**config.mk**
```make
export PLATFORM = sky130hd
export DESIGN_NAME = prog_loader
export DESIGN_NICKNAME = d
export VERILOG_FILES = /design/src/rtl/loader_defs.sv /design/src/rtl/byte_assembler.sv /design/src/rtl/prog_loader.sv
export SDC_FILE = /design/constraint.sdc
export NUM_CORES = 1
export LEC_CHECK = 0
export CORE_MARGIN = 3
export CORE_UTILIZATION = 40
export CTS_BUF_LIST = sky130_fd_sc_hd__clkbuf_4 sky130_fd_sc_hd__clkbuf_8
export CTS_CLUSTER_SIZE = 25
export DETAILED_ROUTE_END_ITERATION = 16
export GPL_ROUTABILITY_DRIVEN = 0
export PLACE_DENSITY = 0.67
export SLEW_MARGIN = 40
export SYNTH_ARGS = -nofsm -noshare
export SYNTH_HDL_FRONTEND = slang
export SYNTH_SLANG_ARGS = --single-unit
```
**constraint.sdc**
```tcl
create_clock -name clk -period 5.7 [get_ports clk]
set_clock_uncertainty 0.1 [all_clocks]
set_input_delay 1.14 -clock clk [delete_from_list [all_inputs] [get_ports clk]]
set_output_delay 1.14 -clock clk [all_outputs]
set_load 0.005 [all_outputs]
```
**src/rtl/loader_defs.sv**
```systemverilog
// loader_defs: shared definitions for the boot-time program loader.
//   state_t : loader FSM state encoding (3 bits, LEN_HI=0 .. ERR=5)
//   WORD_W  : instruction word width
//   HDR_LEN : header length in bytes (16-bit word count, MSB first)
package loader_defs;

    typedef enum logic [2:0] {
        ST_LEN_HI = 3'd0,
        ST_LEN_LO = 3'd1,
        ST_DATA   = 3'd2,
        ST_WRITE  = 3'd3,
        ST_DONE   = 3'd4,
        ST_ERR    = 3'd5
    } state_t;

    localparam int WORD_W  = 32;
    localparam int HDR_LEN = 2;

endpackage

```
**src/rtl/byte_assembler.sv**
```systemverilog
// byte_assembler: packs four bytes, MSB first, into one 32-bit word.
// Ports:
//   clk   in  : clock, rising edge
//   rst   in  : synchronous active-low reset
//   clr   in  : restart at byte 0 of a new word
//   shift in  : shift din into the low byte
//   din   in  : byte to shift in
//   word  out : assembled word including this cycle's shift
//   full  out : high on the shift that completes a word
module byte_assembler
    import loader_defs::*;
(
    input  logic              clk,
    input  logic              rst,
    input  logic              clr,
    input  logic              shift,
    input  logic [7:0]        din,
    output logic [WORD_W-1:0] word,
    output logic              full
);

    logic [1:0]        r_idx;
    logic [WORD_W-1:0] r_word;

    // NOTE: sequential state uses non-blocking assignments so every register
    // samples the pre-edge values of the others, independent of block order.
    always_ff @(posedge clk) begin
        if (!rst) begin
            r_idx  <= 2'd0;
            r_word <= '0;
        end else if (clr) begin
            r_idx  <= 2'd0;
        end else if (shift) begin
            r_word <= {r_word[WORD_W-9:0], din};
            r_idx  <= r_idx + 2'd1;
        end
    end

    // The word is presented with the incoming byte already merged, so the
    // caller can capture a complete word on the same edge that full is seen.
    assign word = shift ? {r_word[WORD_W-9:0], din} : r_word;
    assign full = shift && (r_idx == 2'd3);

endmodule

```
**src/rtl/prog_loader.sv**
```systemverilog
// prog_loader: boot-time loader. Receives a byte stream (16-bit word count N,
// then N big-endian 32-bit words) and writes it into instruction memory,
// holding the core in reset until the image is complete.
// Ports:
//   clk, rst         : clock; synchronous active-low reset
//   rx_data/rx_valid : byte stream from the UART receiver
//   rx_ready         : byte accepted this cycle when rx_valid is also high
//   reload           : restart loading; honoured only in DONE or ERR
//   imem_we/addr/wdata : one-cycle word write into instruction memory
//   cpu_hold         : 1 keeps the core in reset (glue combines it with rst)
//   load_done        : image written, core running
//   load_err         : header rejected (N==0 or N larger than memory)
//   word_cnt         : words written so far
module prog_loader
    import loader_defs::*;
#(
    parameter int ADDR_W = 10
) (
    input  logic              clk,
    input  logic              rst,
    input  logic [7:0]        rx_data,
    input  logic              rx_valid,
    output logic              rx_ready,
    input  logic              reload,
    output logic              imem_we,
    output logic [ADDR_W-1:0] imem_addr,
    output logic [WORD_W-1:0] imem_wdata,
    output logic              cpu_hold,
    output logic              load_done,
    output logic              load_err,
    output logic [15:0]       word_cnt
);

    // 17 bits so that N == 2**ADDR_W (a completely full memory) is legal.
    localparam logic [16:0] MAX_WORDS = 17'(1) << ADDR_W;

    state_t            r_state;
    logic [15:0]       r_n;
    logic [15:0]       r_word_idx;
    logic              r_imem_we;
    logic [ADDR_W-1:0] r_imem_addr;
    logic [WORD_W-1:0] r_imem_wdata;
    logic              r_cpu_hold;
    logic              r_load_done;
    logic              r_load_err;
    logic [15:0]       r_word_cnt;

    logic              w_accept;
    logic              w_shift;
    logic              w_clr;
    logic              w_reload;
    logic              w_full;
    logic [WORD_W-1:0] w_word;
    logic [15:0]       w_n;
    logic              w_n_bad;

    // rx_ready depends only on the state register, never on rx_valid.
    assign rx_ready = (r_state == ST_LEN_HI) || (r_state == ST_LEN_LO) ||
                      (r_state == ST_DATA);
    assign w_accept = rx_valid && rx_ready;
    assign w_shift  = w_accept && (r_state == ST_DATA);
    assign w_reload = reload && ((r_state == ST_DONE) || (r_state == ST_ERR));
    assign w_clr    = (w_accept && (r_state == ST_LEN_LO)) ||
                      (r_state == ST_WRITE) || w_reload;
    assign w_n      = {r_n[15:8], rx_data};
    assign w_n_bad  = (w_n == 16'd0) || ({1'b0, w_n} > MAX_WORDS);

    byte_assembler u_asm (
        .clk   (clk),
        .rst   (rst),
        .clr   (w_clr),
        .shift (w_shift),
        .din   (rx_data),
        .word  (w_word),
        .full  (w_full)
    );

    always_ff @(posedge clk) begin
        if (!rst) begin
            r_state      <= ST_LEN_HI;
            r_n          <= 16'd0;
            r_word_idx   <= 16'd0;
            r_imem_we    <= 1'b0;
            r_imem_addr  <= '0;
            r_imem_wdata <= '0;
            r_cpu_hold   <= 1'b1;
            r_load_done  <= 1'b0;
            r_load_err   <= 1'b0;
            r_word_cnt   <= 16'd0;
        end else begin
            case (r_state)
                ST_LEN_HI: begin
                    if (w_accept) begin
                        r_n[15:8] <= rx_data;
                        r_state   <= ST_LEN_LO;
                    end
                end
                ST_LEN_LO: begin
                    if (w_accept) begin
                        r_n <= w_n;
                        if (w_n_bad) begin
                            r_load_err <= 1'b1;
                            r_state    <= ST_ERR;
                        end else begin
                            r_word_idx <= 16'd0;
                            r_state    <= ST_DATA;
                        end
                    end
                end
                ST_DATA: begin
                    // Write strobe and payload are registered here so they
                    // are valid for the whole WRITE cycle.
                    if (w_full) begin
                        r_imem_we    <= 1'b1;
                        r_imem_addr  <= r_word_idx[ADDR_W-1:0];
                        r_imem_wdata <= w_word;
                        r_state      <= ST_WRITE;
                    end
                end
                ST_WRITE: begin
                    r_imem_we  <= 1'b0;
                    r_word_cnt <= r_word_cnt + 16'd1;
                    if (r_word_idx == r_n - 16'd1) begin
                        r_cpu_hold  <= 1'b0;
                        r_load_done <= 1'b1;
                        r_state     <= ST_DONE;
                    end else begin
                        r_word_idx <= r_word_idx + 16'd1;
                        r_state    <= ST_DATA;
                    end
                end
                ST_DONE, ST_ERR: begin
                    if (w_reload) begin
                        r_n         <= 16'd0;
                        r_word_idx  <= 16'd0;
                        r_word_cnt  <= 16'd0;
                        r_load_done <= 1'b0;
                        r_load_err  <= 1'b0;
                        r_cpu_hold  <= 1'b1;
                        r_state     <= ST_LEN_HI;
                    end
                end
                default: r_state <= ST_LEN_HI;
            endcase
        end
    end

    assign imem_we    = r_imem_we;
    assign imem_addr  = r_imem_addr;
    assign imem_wdata = r_imem_wdata;
    assign cpu_hold   = r_cpu_hold;
    assign load_done  = r_load_done;
    assign load_err   = r_load_err;
    assign word_cnt   = r_word_cnt;

endmodule

```
==> results of run 1 <==
## area by class of cell
| cell class | instances | area [um2] |
|---|---|---|
| sequential | 123 | 2460 |
| tap | 176 | 220 |
| timing repair buffer | 80 | 781 |
| clock inverter | 9 | 98.8 |
| inverter | 5 | 18.8 |
| multi-input combinational | 502 | 2920 |
| fill | 1282 | 6630 |
| clock buffer | 21 | 270 |
## path summary, 6_finish.rpt
kind | slack, ns | startpoint | cells past startpoint | endpoint
setup reg to reg | 2.58 | r_n[0] | 10 | r_word_idx[10]
setup / recovery | 2.19 | rx_data[0] | 8 | r_word_idx[13]
hold reg to reg | 0.36 | imem_wdata[25] | 2 | imem_wdata[25]
hold / removal | 0.36 | imem_wdata[25] | 2 | imem_wdata[25]
## critical path, stage by stage
cell and delay, ns:
sky130_fd_sc_hd__clkdlybuf4s50_1 0.50, sky130_fd_sc_hd__nor4_1 0.47, sky130_fd_sc_hd__and4_1 0.28, sky130_fd_sc_hd__o21a_1 0.20, sky130_fd_sc_hd__a21oi_2 0.17, sky130_fd_sc_hd__or4_1 0.55
sky130_fd_sc_hd__or3_1 0.34, sky130_fd_sc_hd__a21oi_2 0.13
## synth_stat cells, types with 3 or more instances
cell type / instances
sky130_fd_sc_hd__nand2_1: 176
sky130_fd_sc_hd__dfxtp_1: 123
sky130_fd_sc_hd__a21boi_0: 75
sky130_fd_sc_hd__nor2_1: 36
sky130_fd_sc_hd__clkbuf_1: 34
sky130_fd_sc_hd__nand3_1: 25
sky130_fd_sc_hd__xor2_1: 19
sky130_fd_sc_hd__xnor2_1: 16
sky130_fd_sc_hd__a21oi_1: 14
sky130_fd_sc_hd__nand4_1: 12
sky130_fd_sc_hd__nor2b_1: 12
sky130_fd_sc_hd__or4_1: 11
sky130_fd_sc_hd__a22oi_1: 9
sky130_fd_sc_hd__or3_1: 8
sky130_fd_sc_hd__a21oi_2: 7
sky130_fd_sc_hd__nor4_1: 7
sky130_fd_sc_hd__o31ai_1: 7
sky130_fd_sc_hd__and2_1: 6
sky130_fd_sc_hd__nor3_1: 5
sky130_fd_sc_hd__o21ai_0: 5
sky130_fd_sc_hd__and3_1: 4
sky130_fd_sc_hd__and4_1: 4
sky130_fd_sc_hd__ha_1: 4
sky130_fd_sc_hd__inv_1: 4
sky130_fd_sc_hd__o21ai_1: 4
sky130_fd_sc_hd__o21ai_2: 4
sky130_fd_sc_hd__nand3b_1: 3
sky130_fd_sc_hd__o211ai_1: 3
## layout by cell type (no fill, tap or decap), types with 9 or more instances in the layout
cell / n
sky130_fd_sc_hd__a21oi_1: 13
sky130_fd_sc_hd__nor2b_1: 12
sky130_fd_sc_hd__or4_1: 11
sky130_fd_sc_hd__nand4_1: 12
sky130_fd_sc_hd__a22oi_1: 9
sky130_fd_sc_hd__clkbuf_8: 18
sky130_fd_sc_hd__dfxtp_1: 123
sky130_fd_sc_hd__nor2_1: 36
sky130_fd_sc_hd__a21boi_0: 75
sky130_fd_sc_hd__nand2_1: 176
sky130_fd_sc_hd__clkdlybuf4s50_1: 73
sky130_fd_sc_hd__nand3_1: 24
sky130_fd_sc_hd__xor2_1: 19
sky130_fd_sc_hd__xnor2_1: 16
## power by group
group	switching [mW]	internal [mW]
sequential	0.0263	0.874
clock	0.335	0.405
combinational	0.120	0.0833
## metal layers
layer	global-route usage	vias up	routed length, um
met4	0.100	0	534
met2	0.296	143	6520
met1	0.242	2293	6300
met3	0.0522	38	647
li1	-	2437	-
met5	0	-	0
## cell families after synthesis
logic type      share of synthesized area
xor+xnor                           0.0552
mux                               0.00383
compound gates                      0.189
fa+ha+maj                         0.00901
buf+inv                            0.0333
flops                               0.443
simple gates                        0.267
## sequential cells by signal, indices dropped and copies added (netlist names)
signal	count
r_word_idx	16
u_asm.r_idx	2
imem_addr	10
r_n	16
r_state	3
load_done	1
load_err	1
imem_we	1
cpu_hold	1
imem_wdata	32
word_cnt	16
u_asm.r_word	24
## per-stage QoR
| step | area, um2 | utilization | power, mW |
|---|---|---|---|
| 6_report | 6770 | 0.505 | 1.84 |
| 5_1_grt | 6770 | 0.505 | 1.91 |
| 3_3_place_gp | 6390 | 0.477 | 1.11 |
| 2_1_floorplan | 5560 | - | 1.06 |
| 3_5_place_dp | 6390 | 0.477 | 1.12 |
| 4_1_cts | 6760 | 0.505 | 1.85 |
==> impl_table.tex, run 1 <==
\begin{tabular}{lr}
\hline
Metric & Value \\
\hline
\multicolumn{2}{l}{\textbf{Global routing}} \\
\quad Congestion Overflow GR & 0 \\
\quad Number of global-route vias before repair & about 4,700 \\
\quad Wire length of the first global-routing pass & approximately 23 mm \\
\quad Maximum number of pins on one net before global-route repair & 95 \\
\quad Total global-route track usage & 0.191 \\
\quad Initial antenna violation count & 0 \\
\multicolumn{2}{l}{\textbf{Yosys}} \\
\quad Share of flip-flops with an asynchronous set or reset & 0 \\
\quad Leading area contributor after synthesis & sky130\_fd\_sc\_hd\_\_dfxtp\_1 \\
\quad Post-synthesis area per instance & a little over 8 um2 \\
\quad Sequential area share after synthesis & 0.443 \\
\quad Count of different cell masters after synthesis & 56 \\
\quad Post-Syn Area & 0.00556 mm2 \\
\quad \#FFs+latches synth & roughly 120 \\
\quad Number of flops mapped to enable cells by yosys & 0 \\
\quad Fraction of post-synthesis cell area in the top cell type by area & 0.443 \\
\quad Total nets after synthesis & 684 \\
\quad Synthesized instance count & between 600 and 700 \\
\quad Yosys warning count & 0 \\
\quad Top flip-flop cell by instance count after synthesis & sky130\_fd\_sc\_hd\_\_dfxtp\_1 \\
\quad Ranking of synthesized cells by area & sky130\_fd\_sc\_hd\_\_dfxtp\_1 (44\%), sky130\_fd\_sc\_hd\_\_nand2\_1 (12\%), sky130\_fd\_sc\_hd\_\_a21boi\_0 (10\%) \\
\multicolumn{2}{l}{\textbf{Worst setup path}} \\
\quad Data required time of the critical path & approximately 6 ns \\
\quad CP Class & in -> reg \\
\quad Highest fanout seen on the critical path & 11 \\
\quad Data arrival time of the critical path & between 3 and 4 ns \\
\quad Sort of element at the end of the critical path & flop \\
\quad Startpoint type of the worst setup path & input pin \\
\multicolumn{2}{l}{\textbf{CTS}} \\
\quad Clock tree from TritonCTS & built \\
\quad Level count of the clock H-tree & 4 \\
\quad Post-CTS setup repair buffer count & 0 \\
\quad Clock slew seen by the registers of the worst setup and hold paths & roughly 0.070 ns \\
\quad Number of buffers inserted during clock tree synthesis & 17 \\
\quad Max clock buf depth & 2 \\
\quad Total of cells resized after clock tree synthesis & 0 \\
\quad Clk\_lat worst skew & 0.45 ns \\
\quad TritonCTS sink count & about 120 \\
\quad Master cell of the clock root buffer & sky130\_fd\_sc\_hd\_\_clkbuf\_8 \\
\quad Number of buffers inserted by hold repair at cts & 0 \\
\multicolumn{2}{l}{\textbf{Cells and area}} \\
\quad Proportion of layout cells with a drive suffix above 1 & 0.0797 \\
\quad Final nets & between 700 and 800 \\
\quad Signed area change from the synthesized netlist to the final layout & 21.8\% \\
\quad Post-route non-filler standard cell count & between 900 and 1,000 \\
\quad Diodes inserted & 0 \\
\multicolumn{2}{l}{\textbf{Route}} \\
\quad Number of vias per cell after detailed routing & $\sim$5.4 \\
\quad TritonRoute pass-1 iters & 5 \\
\quad Total detailed-routing wirelength & approximately 14 mm \\
\quad DRT iter0 DRCs & approximately 410 \\
\quad Post-route DRC violation count & 0 \\
\quad Average wire per standard cell & 15.3 um \\
\quad Via count & just under 5,000 \\
\quad Antenna-violating nets left & 0 \\
\multicolumn{2}{l}{\textbf{Floorplan}} \\
\quad Number of ports placed on the die boundary & 75 \\
\quad Core region area & about 0.013 mm2 \\
\quad Overall die area & roughly 0.015 mm2 \\
\quad Num rows & between 40 and 50 \\
\quad Width of the die & between 100 and 150 um \\
\quad Die Y & approximately 120 um \\
\quad Initial standard-cell utilization of the core & 0.415 \\
\multicolumn{2}{l}{\textbf{STA}} \\
\quad Final number of setup-violating endpoints & 0 \\
\quad Final critical path time including I/O delays and setup & 3.51 ns \\
\quad Hold slack final & 0.364 ns \\
\quad Hold Fails Final Rpt & 0 \\
\quad FMAX & between 200 and 300 MHz \\
\quad Actual transition at the worst max-transition pin & around 0.77 ns \\
\quad Number of pins with negative max-slew slack in the final report & 0 \\
\quad Post-route clock period utilization & 0.615 \\
\quad RSZ-0062 raised after global routing & no \\
\quad Minimum setup slack in the final design & $\sim$2.2 ns \\
\quad Worst-case headroom to the max-slew limit & 0.489 \\
\quad Setup Total Neg Slack & 0 ns \\
\multicolumn{2}{l}{\textbf{Placement}} \\
\quad Port Buffers & 74 \\
\quad Inst Count DP & 886 \\
\quad Half-perimeter wire length of the detailed placement result & 9.99 mm \\
\quad Post-Place Setup Slack & between 1.5 and 2 ns \\
\multicolumn{2}{l}{\textbf{Pwr}} \\
\quad Peak supply drop & around 0.14 mV \\
\quad Power per unit of standard cell area & approximately 270 mW/mm2 \\
\quad Leak Pwr & 2.26 nW \\
\multicolumn{2}{l}{\textbf{Run status}} \\
\quad Outcome & finished, final reports clean \\
\multicolumn{2}{l}{\textbf{Flow run}} \\
\quad Count of maximum capacitance violations & 0 \\
\multicolumn{2}{l}{\textbf{Worst hold path}} \\
\quad Tightest Hold Check Type & reg -> reg \\
\hline
\end{tabular}
(Power assumes the default switching activity.)
==> inputs of run 2 (changes only) <==
- clock period: 5.7 -> 3.6 ns (I/O delays scaled with it)
==> run 2 against run 1 <==
Sequential share of layout area shrank 0.35 points. First-iteration DRC count up 1.7%. Wire length is 0.21% higher. Die area stayed put. Sequential power grew 59%. Combinational power rose by 60%. Highest routed layer unchanged.
==> impl_table.tex, run 2 (synthesis results as in run 1) <==
\begin{tabular}{lr}
\hline
Metric & Value \\
\hline
\multicolumn{2}{l}{\textbf{Global routing}} \\
\quad Congestion Overflow GR & 0 (unchanged) \\
\quad Wire length of the first global-routing pass & 22.6 mm (-1.4\%) \\
\quad Number of global-route vias before repair & 4,677 (-0.11\%) \\
\quad Initial antenna violation count & 0 (unchanged) \\
\quad Total global-route track usage & 0.188 (-0.00268) \\
\quad Maximum number of pins on one net before global-route repair & 91 (-4.2\%) \\
\multicolumn{2}{l}{\textbf{Pwr}} \\
\quad Power per unit of standard cell area & 434 mW/mm2 (+59\%) \\
\quad Leak Pwr & 2.29 nW (+1.2\%) \\
\quad Total power consumption of the routed design & 2.97 mW (+61\%) \\
\quad Peak supply drop & 0.346 mV (+140\%) \\
\multicolumn{2}{l}{\textbf{STA}} \\
\quad Post-route clock period utilization & 0.844 \\
\quad Final critical path time including I/O delays and setup & $\sim$3.0 ns \\
\quad Worst-case headroom to the max-slew limit & 0.512 (+0.0237) \\
\quad FMAX & between 300 and 400 MHz \\
\quad Number of pins with negative max-slew slack in the final report & 0 (unchanged) \\
\quad Final number of setup-violating endpoints & 0 (unchanged) \\
\quad Setup Total Neg Slack & 0 ns (unchanged) \\
\quad Hold Fails Final Rpt & 0 (unchanged) \\
\quad RSZ-0062 raised after global routing & no \\
\quad Minimum setup slack in the final design & 0.560 ns (-1.63 ns) \\
\quad Actual transition at the worst max-transition pin & 0.731 ns (-0.0356 ns) \\
\quad Hold slack final & 0.365 ns (+0.00116 ns) \\
\multicolumn{2}{l}{\textbf{Floorplan}} \\
\quad Num rows & 42 (unchanged) \\
\quad Die Y & 124 um (unchanged) \\
\quad Initial standard-cell utilization of the core & 0.415 (unchanged) \\
\quad Overall die area & 0.0153 mm2 (unchanged) \\
\quad Core region area & 0.0134 mm2 (unchanged) \\
\quad Number of ports placed on the die boundary & 75 (unchanged) \\
\quad Width of the die & 124 um (unchanged) \\
\multicolumn{2}{l}{\textbf{Route}} \\
\quad Via count & 4,936 (+0.51\%) \\
\quad Post-route DRC violation count & 0 (unchanged) \\
\quad Average wire per standard cell & 15.2 um (-0.33\%) \\
\quad TritonRoute pass-1 iters & 5 (unchanged) \\
\quad Antenna-violating nets left & 0 (unchanged) \\
\quad DRT iter0 DRCs & 412 (+1.7\%) \\
\quad Number of vias per cell after detailed routing & 5.36 (about the same) \\
\quad Total detailed-routing wirelength & 14.0 mm (+0.21\%) \\
\multicolumn{2}{l}{\textbf{Worst setup path}} \\
\quad Data arrival time of the critical path & 3.31 ns (-0.48 ns) \\
\quad Data required time of the critical path & 3.87 ns (-2.12 ns) \\
\quad Highest fanout seen on the critical path & 32 (+21) \\
\quad Startpoint type of the worst setup path & flop \\
\quad CP Class & reg -> reg \\
\quad Sort of element at the end of the critical path & flop \\
\multicolumn{2}{l}{\textbf{CTS}} \\
\quad Master cell of the clock root buffer & sky130\_fd\_sc\_hd\_\_clkbuf\_8 \\
\quad Total of cells resized after clock tree synthesis & 0 (unchanged) \\
\quad Clock slew seen by the registers of the worst setup and hold paths & 0.07 ns (about the same) \\
\quad Level count of the clock H-tree & 4 (unchanged) \\
\quad Clk\_lat worst skew & 0.45 ns (about the same) \\
\quad Number of buffers inserted during clock tree synthesis & 17 (unchanged) \\
\quad Number of buffers inserted by hold repair at cts & 0 (unchanged) \\
\quad TritonCTS sink count & 123 (unchanged) \\
\quad Post-CTS setup repair buffer count & 0 (unchanged) \\
\quad Max clock buf depth & 2 (unchanged) \\
\quad Clock tree from TritonCTS & built \\
\multicolumn{2}{l}{\textbf{Flow run}} \\
\quad Count of maximum capacitance violations & 0 (unchanged) \\
\multicolumn{2}{l}{\textbf{Cells and area}} \\
\quad Util after Layout & 0.510 (+0.00486) \\
\quad Filler cells & 1,283 (+0.078\%) \\
\quad Post-route non-filler standard cell count & 921 (+0.55\%) \\
\quad Post-route standard cell area excluding fillers & 0.00683 mm2 (+0.96\%) \\
\quad Signed area change from the synthesized netlist to the final layout & 23.0\% \\
\quad Proportion of layout cells with a drive suffix above 1 & 0.0832 (+0.00349) \\
\quad Final nets & 748 (+0.40\%) \\
\quad Leading cell type in the layout, fill and taps excluded & sky130\_fd\_sc\_hd\_\_nand2\_1 \\
\quad Highest-count cells in the layout ignoring fill and taps & sky130\_fd\_sc\_hd\_\_nand2\_1 (176), sky130\_fd\_sc\_hd\_\_dfxtp\_1 (123), sky130\_fd\_sc\_hd\_\_a21boi\_0 (75) \\
\quad Diodes inserted & 0 (unchanged) \\
\quad Largest register FFs & 32 (unchanged) \\
\multicolumn{2}{l}{\textbf{Run status}} \\
\quad Outcome & finished, final reports clean \\
\multicolumn{2}{l}{\textbf{Placement}} \\
\quad Port Buffers & 74 (unchanged) \\
\quad Post-Place Setup Slack & 0.235 ns (-1.42 ns) \\
\quad Area after DPL & 0.00644 mm2 (+0.67\%) \\
\quad Half-perimeter wire length of the detailed placement result & 9.89 mm (-0.99\%) \\
\quad Inst Count DP & 889 (+0.34\%) \\
\multicolumn{2}{l}{\textbf{Worst hold path}} \\
\quad Tightest Hold Check Type & reg -> reg \\
\hline
\end{tabular}
## run 2: cell type report
type                       count  area (um2)  share of cell area
multi-input combinational    502        2910               0.426
sequential                   123        2460               0.360
timing repair buffer          83         828               0.121
clock buffer                  21         277              0.0405
tap                          176         220              0.0322
clock inverter                11         119              0.0174
inverter                       5        18.8             0.00275
## run 2: final timing paths
kind | from | to | slack, ns | cells after the start
setup / recovery | r_n[0] | r_word_idx[10] | 0.56 | 10
hold reg to reg | imem_wdata[16] | imem_wdata[16] | 0.37 | 2
setup reg to reg | r_n[0] | r_word_idx[10] | 0.56 | 10
hold / removal | imem_wdata[16] | imem_wdata[16] | 0.37 | 2
## run 2: critical path, cell delays in order (launching register included)
cell,delay [ns]
sky130_fd_sc_hd__dfxtp_1,0.41
sky130_fd_sc_hd__inv_1,0.10
sky130_fd_sc_hd__ha_1,0.21
sky130_fd_sc_hd__nor3b_1,0.58
sky130_fd_sc_hd__a211oi_1,0.17
sky130_fd_sc_hd__a41o_1,0.24
sky130_fd_sc_hd__nand3_1,0.17
sky130_fd_sc_hd__nor4_4,0.07
sky130_fd_sc_hd__buf_4,0.23
sky130_fd_sc_hd__or4_1,0.53
sky130_fd_sc_hd__a21oi_1,0.14
## run 2: where the power goes
group | internal (mW) | leakage, nW | total (mW) | switching (mW)
combinational | 0.139 | 1.09 | 0.324 | 0.185
clock | 0.664 | 0.207 | 1.22 | 0.552
sequential | 1.38 | 0.993 | 1.43 | 0.0424
## run 2: routing by layer
metal	up-vias	part of all wire	GRT usage
li1	2447	-	-
met1	2318	0.45	0.233
met2	136	0.48	0.303
met3	35	0.045	0.0481
met4	0	0.030	0.0920
met5	-	0	0
==> inputs of run 3 (changes only) <==
- clock period: 3.6 -> 3.2 ns (I/O delays scaled with it)
==> run 3 against run 2 <==
Register-to-register slack lost 0.11 ns. Global-route usage shrank 0.50 points. Hold slack is essentially flat. Design area grew 2.7%. Final cell count grew 1.6%. Critical endpoint is now r_word_idx[13]. Largest cell class unchanged.
==> impl_table.tex, run 3 (synthesis results as in run 1) <==
\begin{tabular}{lr}
\hline
Metric & Value \\
\hline
\multicolumn{2}{l}{\textbf{Floorplan}} \\
\quad Num rows & 42 (unchanged) \\
\quad Initial standard-cell utilization of the core & 0.415 (unchanged) \\
\quad Width of the die & 124 um (unchanged) \\
\quad Core region area & 0.0134 mm2 (unchanged) \\
\quad Number of ports placed on the die boundary & 75 (unchanged) \\
\quad Die Y & 124 um (unchanged) \\
\quad Overall die area & 0.0153 mm2 (unchanged) \\
\multicolumn{2}{l}{\textbf{Pwr}} \\
\quad Peak supply drop & 0.222 mV (-36\%) \\
\quad Leak Pwr & 2.39 nW (+4.3\%) \\
\quad Power per unit of standard cell area & 510 mW/mm2 (+17\%) \\
\multicolumn{2}{l}{\textbf{Route}} \\
\quad Number of vias per cell after detailed routing & 5.25 (-2.1\%) \\
\quad DRT iter0 DRCs & 363 (-12\%) \\
\quad TritonRoute pass-1 iters & 5 (unchanged) \\
\quad Total detailed-routing wirelength & 13.6 mm (-3.1\%) \\
\quad Average wire per standard cell & 14.5 um (-4.6\%) \\
\quad Via count & 4,910 (-0.53\%) \\
\quad Antenna-violating nets left & 0 (unchanged) \\
\quad Post-route DRC violation count & 0 (unchanged) \\
\multicolumn{2}{l}{\textbf{STA}} \\
\quad Actual transition at the worst max-transition pin & 0.696 ns (-0.0351 ns) \\
\quad Setup Total Neg Slack & 0 ns (unchanged) \\
\quad Number of pins with negative max-slew slack in the final report & 0 (unchanged) \\
\quad Hold Fails Final Rpt & 0 (unchanged) \\
\quad RSZ-0062 raised after global routing & no \\
\quad Worst-case headroom to the max-slew limit & 0.536 (+0.0234) \\
\quad Minimum setup slack in the final design & 0.369 ns (-0.191 ns) \\
\quad Post-route clock period utilization & 0.885 \\
\quad Final number of setup-violating endpoints & 0 (unchanged) \\
\quad FMAX & 353 MHz \\
\quad Final critical path time including I/O delays and setup & 2.83 ns \\
\multicolumn{2}{l}{\textbf{Cells and area}} \\
\quad Highest-count cells in the layout ignoring fill and taps & sky130\_fd\_sc\_hd\_\_nand2\_1 (176), sky130\_fd\_sc\_hd\_\_dfxtp\_1 (123), sky130\_fd\_sc\_hd\_\_a21boi\_0 (75) \\
\quad Signed area change from the synthesized netlist to the final layout & 26.3\% \\
\quad Post-route standard cell area excluding fillers & 0.00702 mm2 (+2.7\%) \\
\quad Largest register FFs & 32 (unchanged) \\
\quad Final nets & 764 (+2.1\%) \\
\quad Proportion of layout cells with a drive suffix above 1 & 0.101 (+0.0181) \\
\quad Filler cells & 1,262 (-1.6\%) \\
\quad Diodes inserted & 0 (unchanged) \\
\quad Leading cell type in the layout, fill and taps excluded & sky130\_fd\_sc\_hd\_\_nand2\_1 \\
\quad Util after Layout & 0.524 (+0.0138) \\
\multicolumn{2}{l}{\textbf{CTS}} \\
\quad TritonCTS sink count & 123 (unchanged) \\
\quad Post-CTS setup repair buffer count & 0 (unchanged) \\
\quad Number of buffers inserted during clock tree synthesis & 17 (unchanged) \\
\quad Total of cells resized after clock tree synthesis & 0 (unchanged) \\
\quad Level count of the clock H-tree & 4 (unchanged) \\
\quad Master cell of the clock root buffer & sky130\_fd\_sc\_hd\_\_clkbuf\_8 \\
\quad Max clock buf depth & 2 (unchanged) \\
\quad Clk\_lat worst skew & 0.43 ns (-0.02 ns) \\
\quad Clock slew seen by the registers of the worst setup and hold paths & 0.07 ns (about the same) \\
\quad Clock tree from TritonCTS & built \\
\quad Number of buffers inserted by hold repair at cts & 0 (unchanged) \\
\multicolumn{2}{l}{\textbf{Global routing}} \\
\quad Wire length of the first global-routing pass & 22.4 mm (-0.77\%) \\
\quad Number of global-route vias before repair & 4,650 (-0.58\%) \\
\quad Congestion Overflow GR & 0 (unchanged) \\
\quad Maximum number of pins on one net before global-route repair & 87 (-4.4\%) \\
\quad Total global-route track usage & 0.183 (-0.00499) \\
\quad Initial antenna violation count & 0 (unchanged) \\
\multicolumn{2}{l}{\textbf{Worst setup path}} \\
\quad Highest fanout seen on the critical path & 2 (-94\%) \\
\quad Launch point of the worst path & rx\_data[0] \\
\quad Startpoint type of the worst setup path & input pin \\
\quad CP Class & in -> reg \\
\quad Origin of the critical flop-to-flop path & r\_n[4] \\
\quad Data required time of the critical path & 3.47 ns (-0.40 ns) \\
\quad Sort of element at the end of the critical path & flop \\
\quad Data arrival time of the critical path & 3.10 ns (-0.21 ns) \\
\multicolumn{2}{l}{\textbf{Worst hold path}} \\
\quad Tightest Hold Check Type & reg -> reg \\
\quad Worst hold start & imem\_wdata[10] \\
\multicolumn{2}{l}{\textbf{Placement}} \\
\quad Post-Place Setup Slack & -0.0684 ns (-0.304 ns) \\
\quad Area after DPL & 0.00656 mm2 (+1.9\%) \\
\quad Port Buffers & 74 (unchanged) \\
\quad Half-perimeter wire length of the detailed placement result & 9.84 mm (-0.51\%) \\
\multicolumn{2}{l}{\textbf{Run status}} \\
\quad Outcome & finished, final reports clean \\
\multicolumn{2}{l}{\textbf{Flow run}} \\
\quad Count of maximum capacitance violations & 0 (unchanged) \\
\hline
\end{tabular}
run 3: changes by cell type in the layout (fill, tap and decap cells not counted):
cell,delta
sky130_fd_sc_hd__buf_4,+16
sky130_fd_sc_hd__bufinv_16,+3
sky130_fd_sc_hd__clkinv_2,-3
sky130_fd_sc_hd__clkinv_4,-2
sky130_fd_sc_hd__clkinvlp_4,+2
sky130_fd_sc_hd__clkbuf_4,-1
run 3: where the power goes:
group | internal [mW] | total, mW | switching (mW)
clock network | 0.973 | 1.59 | 0.620
logic | 0.170 | 0.382 | 0.212
registers | 1.56 | 1.60 | 0.0454
run 3: per-stage QoR:
step	hold WS [ns]	instances	power (mW)
final	0.365	936	3.58
after global routing	0.374	936	3.72
after CTS	0.339	936	3.61
after detailed placement	0.360	905	2.01
after global placement	0.347	905	2.00
after floorplan	0.339	668	1.89
run 3: critical path: stages:
cell and delay (ns):
sky130_fd_sc_hd__clkdlybuf4s50_1 0.43, sky130_fd_sc_hd__nor4_1 0.38, sky130_fd_sc_hd__buf_4 0.18, sky130_fd_sc_hd__and4_1 0.21
sky130_fd_sc_hd__o21a_1 0.16, sky130_fd_sc_hd__a21oi_1 0.10, sky130_fd_sc_hd__or4_1 0.53, sky130_fd_sc_hd__or3_1 0.35
sky130_fd_sc_hd__a21oi_2 0.13
run 3: layout make-up:
class | instances | area, um2 | area share
flip-flops and latches | 123 | 2460 | 0.351
repair buffers | 99 | 948 | 0.135
clock buffers | 20 | 269 | 0.0383
clock inverters | 11 | 191 | 0.0273
well taps | 176 | 220 | 0.0314
inverters | 5 | 18.8 | 0.00267
multi-input cells | 502 | 2910 | 0.414
run 3: routing by layer:
| layer | track usage | routed length [um] | vias to the layer above |
|---|---|---|---|
| met5 | 0 | 0 | - |
| met1 | 0.229 | 6110 | 2308 |
| met2 | 0.304 | 6630 | 116 |
| met4 | 0.0664 | 307 | 0 |
| li1 | - | - | 2459 |
| met3 | 0.0472 | 556 | 27 |
run 3: final timing paths:
kind | depth (start not counted) | slack, ns | endpoint
max | 9 | 0.37 | r_word_idx[13]
max reg2reg | 8 | 0.45 | r_word_idx[12]
min reg2reg | 2 | 0.37 | imem_wdata[10]
min | 2 | 0.37 | imem_wdata[10]
